[src/rtl/sc_velocity_control.sv]
// Velocity selector FSM: dwell-timed up/down shifting between stop and three
// speeds, with a timed crash state. Outputs decode straight from the state register.
module sc_velocity_control #(
    parameter int unsigned ACCEL_DWELL = 25000000,
    parameter int unsigned BRAKE_DWELL = 12500000,
    parameter int unsigned CRASH_HOLD  = 100000000,
    parameter int unsigned CNT_WIDTH   = 27
) (
    input  logic       SC_VELOCITY_CONTROL_CLOCK_50,
    input  logic       SC_VELOCITY_CONTROL_RESET_InHigh,
    input  logic       SC_VELOCITY_CONTROL_RUN_InHigh,
    input  logic       SC_VELOCITY_CONTROL_ACCEL_InLow,
    input  logic       SC_VELOCITY_CONTROL_BRAKE_InLow,
    input  logic       SC_VELOCITY_CONTROL_CRASH_InHigh,
    output logic [1:0] SC_VELOCITY_CONTROL_SELECTIONVEL_OutBus,
    output logic       SC_VELOCITY_CONTROL_ENABLE_OutLow,
    output logic       SC_VELOCITY_CONTROL_CRASH_OutHigh
);

    localparam logic [2:0] ST_STOP  = 3'd0;
    localparam logic [2:0] ST_V1    = 3'd1;
    localparam logic [2:0] ST_V2    = 3'd2;
    localparam logic [2:0] ST_V3    = 3'd3;
    localparam logic [2:0] ST_CRASH = 3'd4;

    localparam logic [1:0] ACT_NONE  = 2'd0;
    localparam logic [1:0] ACT_BRAKE = 2'd1;
    localparam logic [1:0] ACT_ACCEL = 2'd2;

    localparam logic [CNT_WIDTH-1:0] ACCEL_LAST = CNT_WIDTH'(ACCEL_DWELL - 1);
    localparam logic [CNT_WIDTH-1:0] BRAKE_LAST = CNT_WIDTH'(BRAKE_DWELL - 1);
    localparam logic [CNT_WIDTH-1:0] CRASH_LAST = CNT_WIDTH'(CRASH_HOLD - 1);
    localparam logic [CNT_WIDTH-1:0] CNT_ONE    = CNT_WIDTH'(1);

    logic                 clk;
    logic                 rst;
    logic [2:0]           state_q, state_d;
    logic [CNT_WIDTH-1:0] cnt_q, cnt_d, cnt_base;
    logic [1:0]           act_q, act_d, act_c;

    assign clk = SC_VELOCITY_CONTROL_CLOCK_50;
    assign rst = SC_VELOCITY_CONTROL_RESET_InHigh;

    // State, dwell counter and previous-action registers
    always_ff @(posedge clk or posedge rst) begin
        if (rst) begin
            state_q <= ST_STOP;
            cnt_q   <= '0;
            act_q   <= ACT_NONE;
        end else begin
            state_q <= state_d;
            cnt_q   <= cnt_d;
            act_q   <= act_d;
        end
    end

    // Next-state, next-count and action tracking; brake wins over accel
    always_comb begin
        state_d  = state_q;
        cnt_d    = '0;
        act_d    = ACT_NONE;
        act_c    = ACT_NONE;
        cnt_base = '0;

        if (!SC_VELOCITY_CONTROL_BRAKE_InLow) begin
            act_c = ACT_BRAKE;
        end else if (!SC_VELOCITY_CONTROL_ACCEL_InLow) begin
            act_c = ACT_ACCEL;
        end

        // A change of action restarts the dwell from zero
        cnt_base = (act_c != act_q) ? '0 : cnt_q;

        if (!SC_VELOCITY_CONTROL_RUN_InHigh) begin
            state_d = ST_STOP;
        end else begin
            act_d = act_c;
            case (state_q)
                ST_CRASH: begin
                    if (cnt_q == CRASH_LAST) begin
                        state_d = ST_STOP;
                    end else begin
                        cnt_d = cnt_q + CNT_ONE;
                    end
                end
                ST_STOP, ST_V1, ST_V2, ST_V3: begin
                    if (SC_VELOCITY_CONTROL_CRASH_InHigh && (state_q != ST_STOP)) begin
                        state_d = ST_CRASH;
                    end else if (act_c == ACT_BRAKE) begin
                        // Braking in STOP saturates with the counter held at zero
                        if (state_q != ST_STOP) begin
                            if (cnt_base == BRAKE_LAST) begin
                                state_d = state_q - 3'd1;
                            end else begin
                                cnt_d = cnt_base + CNT_ONE;
                            end
                        end
                    end else if (act_c == ACT_ACCEL) begin
                        // Accelerating in V3 saturates with the counter held at zero
                        if (state_q != ST_V3) begin
                            if (cnt_base == ACCEL_LAST) begin
                                state_d = state_q + 3'd1;
                            end else begin
                                cnt_d = cnt_base + CNT_ONE;
                            end
                        end
                    end
                end
                default: begin
                    state_d = ST_STOP;
                end
            endcase
        end
    end

    // Output decode from the state register
    always_comb begin
        SC_VELOCITY_CONTROL_SELECTIONVEL_OutBus = 2'b00;
        SC_VELOCITY_CONTROL_ENABLE_OutLow       = 1'b1;
        SC_VELOCITY_CONTROL_CRASH_OutHigh       = 1'b0;
        case (state_q)
            ST_V1: begin
                SC_VELOCITY_CONTROL_SELECTIONVEL_OutBus = 2'b01;
                SC_VELOCITY_CONTROL_ENABLE_OutLow       = 1'b0;
            end
            ST_V2: begin
                SC_VELOCITY_CONTROL_SELECTIONVEL_OutBus = 2'b10;
                SC_VELOCITY_CONTROL_ENABLE_OutLow       = 1'b0;
            end
            ST_V3: begin
                SC_VELOCITY_CONTROL_SELECTIONVEL_OutBus = 2'b11;
                SC_VELOCITY_CONTROL_ENABLE_OutLow       = 1'b0;
            end
            ST_CRASH: begin
                SC_VELOCITY_CONTROL_CRASH_OutHigh = 1'b1;
            end
            default: begin
                SC_VELOCITY_CONTROL_SELECTIONVEL_OutBus = 2'b00;
            end
        endcase
    end

endmodule

[config.mk]
export PLATFORM = sky130hd
export DESIGN_NAME = sc_velocity_control
export DESIGN_NICKNAME = d
export VERILOG_FILES = /design/src/rtl/sc_velocity_control.sv
export SDC_FILE = /design/constraint.sdc
export NUM_CORES = 1
export LEC_CHECK = 0
export CAP_MARGIN = 40
export CORE_MARGIN = 5
export CORE_UTILIZATION = 52
export CTS_CLUSTER_SIZE = 16
export DETAILED_ROUTE_END_ITERATION = 8
export GPL_TIMING_DRIVEN = 0
export HOLD_SLACK_MARGIN = 0.15
export PLACE_DENSITY = 0.7
export SLEW_MARGIN = 25
export SYNTH_ARGS = -nofsm -noshare
export SYNTH_HDL_FRONTEND = slang
export SYNTH_SLANG_ARGS = --single-unit
[constraint.sdc]
create_clock -name SC_VELOCITY_CONTROL_CLOCK_50 -period 3.55 [get_ports SC_VELOCITY_CONTROL_CLOCK_50]
set_clock_uncertainty 0.05 [all_clocks]
set_input_delay 0.5325 -clock SC_VELOCITY_CONTROL_CLOCK_50 [delete_from_list [all_inputs] [get_ports SC_VELOCITY_CONTROL_CLOCK_50]]
set_output_delay 0.5325 -clock SC_VELOCITY_CONTROL_CLOCK_50 [all_outputs]
set_load 0.02 [all_outputs]
==> results.ini <==
[critical_path]
cpPeakStageDelay_ns = 0.55
timing.critical_path.buf_inv = 2
reg2regPathDepth = 12
crit_fanout = 6
critPathLaunchType = input port
cp_cell_sequence = clkdlybuf4s50_1, xnor2_1, o31ai_2, buf_4, and2_1, ha_2, nand4b_1, nor4_4, nand3_2, a22oi_4, nor2_2, a221o_1, a21o_1
reg2reg_setup_slack_ns = 0.50
r2r_end = cnt_q[16]
crit_type = input port to register
cp.required_ns = 3.68
end_kind = register
startpoint = SC_VELOCITY_CONTROL_ACCEL_InLow
cp_data_arrival_time_ns = 3.52
path_delay_family = compound AO/OA/AOI/OAI gates
cp_slowest_cell = clkdlybuf4s50_1
r2r-start = act_q[1]

[power_and_ir_drop]
p_leak_nw = 1.10
powerDensity_nw_per_um2 = 443
ir_worst_vdd_uv = 251

[floorplan]
rows = 23
start_util_pct = 54.8
dieArea_um2 = 5720
die_x_um = 75.6
num_io_pins = 10
core_area_um2 = 4090
chipHeight_um = 75.6

[cells_and_area]
layout-drive-gt1-share_pct = 16.8
area_delta_synth_final_pct = 15.2
n_antenna_cell = 0
nets = 281
final_common_cell = dfrtp_1
final_cell_mix = dfrtp_1 (32), nor2_1 (28), nand2_1 (24)
layout.cell_area.non_filler_um2 = 2580
fill_cells = 350
instances_no_fill = 318

[route]
antenna_left = 0
vias = 1917
first_iter_violations = 112
drt-total-wl_um = 5250
drc_errors = 0
viasPerCell = 6.03
wl_per_cell_um = 16.5
first_pass_iters = 4

[timing]
finalCritPeriodShare_pct = 95.4
timing.fmax_mhz = 295
slew_violations = 0
finalCriticalPeriod_ns = 3.39
finalHoldViolCount = 0
max-slew-margin-rel_pct = 45.4
hold_ws_ns = 0.493
timing_worst_slew_pin_value_ns = 0.816
setup_violations = 0

[global_route]
antenna_found_initial = 0
grt.overflow.total = 0
grt_pass1_vias = 1841
grt_max_degree = 33
grt_pass1_wl_um = 8780
grt_usage_pct = 20.7

[run]
cap_violations = 0

[synthesis]
synth_cell_types = 57
yosysWarnings = 0
synthArstFlopShare_pct = 100
synth_edf_count = 0
yosys.area.top_type = dfrtp_1
yosysTopAreaCellShare_pct = 35.7
synth_ff_type = dfrtp_1
synth_area_leaders = dfrtp_1 (36%), nor2_1 (4.7%), ha_1 (4.5%)
synthCells = 246
ys_ff_latch = 32
avgSynthCellArea_um2 = 9.11
syn_area_um2 = 2240
yosysSeqAreaShare_pct = 35.7
synth_nets = 260

[clocking]
htree_levels = 2
clkSlewWorstSetupHoldPaths_ns = 0.07
cts-buffers-inserted = 5
cts_tree = built
cts.sinks = 32
clockRootBuffer = clkbuf_8
cts_buffer_depth = 2
clkLatencyLatePin_ns = 0.29

[place]
placed_cell_area_um2 = 2390
place.gp.congestion = 0.838
hpwl_um = 3880
dp_cells = 305
portBuffers = 9

[worst_hold_path]
hold_depth = 1
worstHoldStart = cnt_q[0]
hold_path.class = register to register
whs_endpoint = cnt_q[0]

[status]
outcome = finished, final reports clean

-- cell families after synthesis --
group,synth area share (%)
xor+xnor,6.64
mux,0.447
flops,35.7
buf+inv,3.91
fa+ha+maj,4.47
simple gates,30.5
compound gates,18.3
-- where the power goes --
part / leakage, nW / switching [mW] / internal [mW]
logic: 0.595 / 0.203 / 0.148
registers: 0.443 / 0.0239 / 0.383
clock network: 0.0645 / 0.139 / 0.247
total: 1.10 / 0.366 / 0.779
-- how the worst max path moves through the flow --
stage | endpoint | slack, ns | cells after the start
2_1_floorplan | cnt_q[16] | 0.54 | 12
3_3_place_gp | cnt_q[17] | -0.46 | 13
3_5_place_dp | cnt_q[9] | -0.51 | 13
4_1_cts | cnt_q[26] | 0.03 | 13
5_1_grt | cnt_q[16] | -0.005 | 13
6_report | cnt_q[16] | 0.16 | 13
-- synth_stat cells, drive strengths merged (2+ instances only) --
| master | count |
|---|---|
| a21oi | 12 |
| and4 | 6 |
| xnor2 | 6 |
| a31oi | 10 |
| clkbuf | 2 |
| nand3 | 12 |
| dfrtp | 32 |
| nor2 | 29 |
| nand4 | 7 |
| nor3 | 4 |
| or3b | 3 |
| inv | 10 |
| a21o | 5 |
| nor3b | 4 |
| nand2 | 24 |
| o21ai | 8 |
| a22o | 3 |
| buf | 5 |
| o31ai | 5 |
| and3 | 7 |
| and2 | 5 |
| ha | 8 |
| nand4bb | 2 |
| xor2 | 11 |
| o211ai | 2 |
| nand2b | 3 |
| nor4 | 2 |
| o221ai | 3 |
| and4bb | 2 |
-- cell type report --
type / count / area [um2] / share of cell area [%]
repair buffers: 14 / 130 / 5.04
clock buffers: 7 / 96.3 / 3.73
well taps: 50 / 62.6 / 2.42
flip-flops and latches: 32 / 801 / 31.0
plain buffers: 7 / 52.6 / 2.04
multi-input cells: 197 / 1370 / 53.1
inverters: 10 / 37.5 / 1.45
clock inverters: 1 / 30.0 / 1.16
-- timing repair --
item,4_1_cts,5_1_grt
gates resized for setup,3,3
setup buffers,3,2
pin swaps,1,3
hold endpoints to repair,0,0
endpoints found under the setup margin,13,21
hold buffers,0,0
-- layer usage --
| layer | part of all wire [%] | track usage, % |
|---|---|---|
| met1 | 50 | 28.5 |
| met2 | 45 | 31.4 |
| met3 | 3.3 | 4.62 |
| met4 | 1.6 | 8.16 |
| met5 | 0 | 0 |
-- per-stage QoR --
step / utilization (%) / setup slack [ns] / total power [mW] / setup TNS, ns
floorplan: - / 0.539 / 0.639 / 0
global placement: 58.6 / -0.461 / 0.735 / -7.63
detailed placement: 58.6 / -0.507 / 0.741 / -8.59
CTS: 62.6 / 0.0345 / 1.15 / 0
global route: 63.2 / -0.00534 / 1.21 / -0.00534
finish: 63.2 / 0.164 / 1.14 / 0
-- sequential cells by signal, summed over array words and instances, names as in the netlist --
signal	flops
cnt_q	27
state_q	3
act_q	2
No activity file was read; power rests on OpenSTA's default activity.
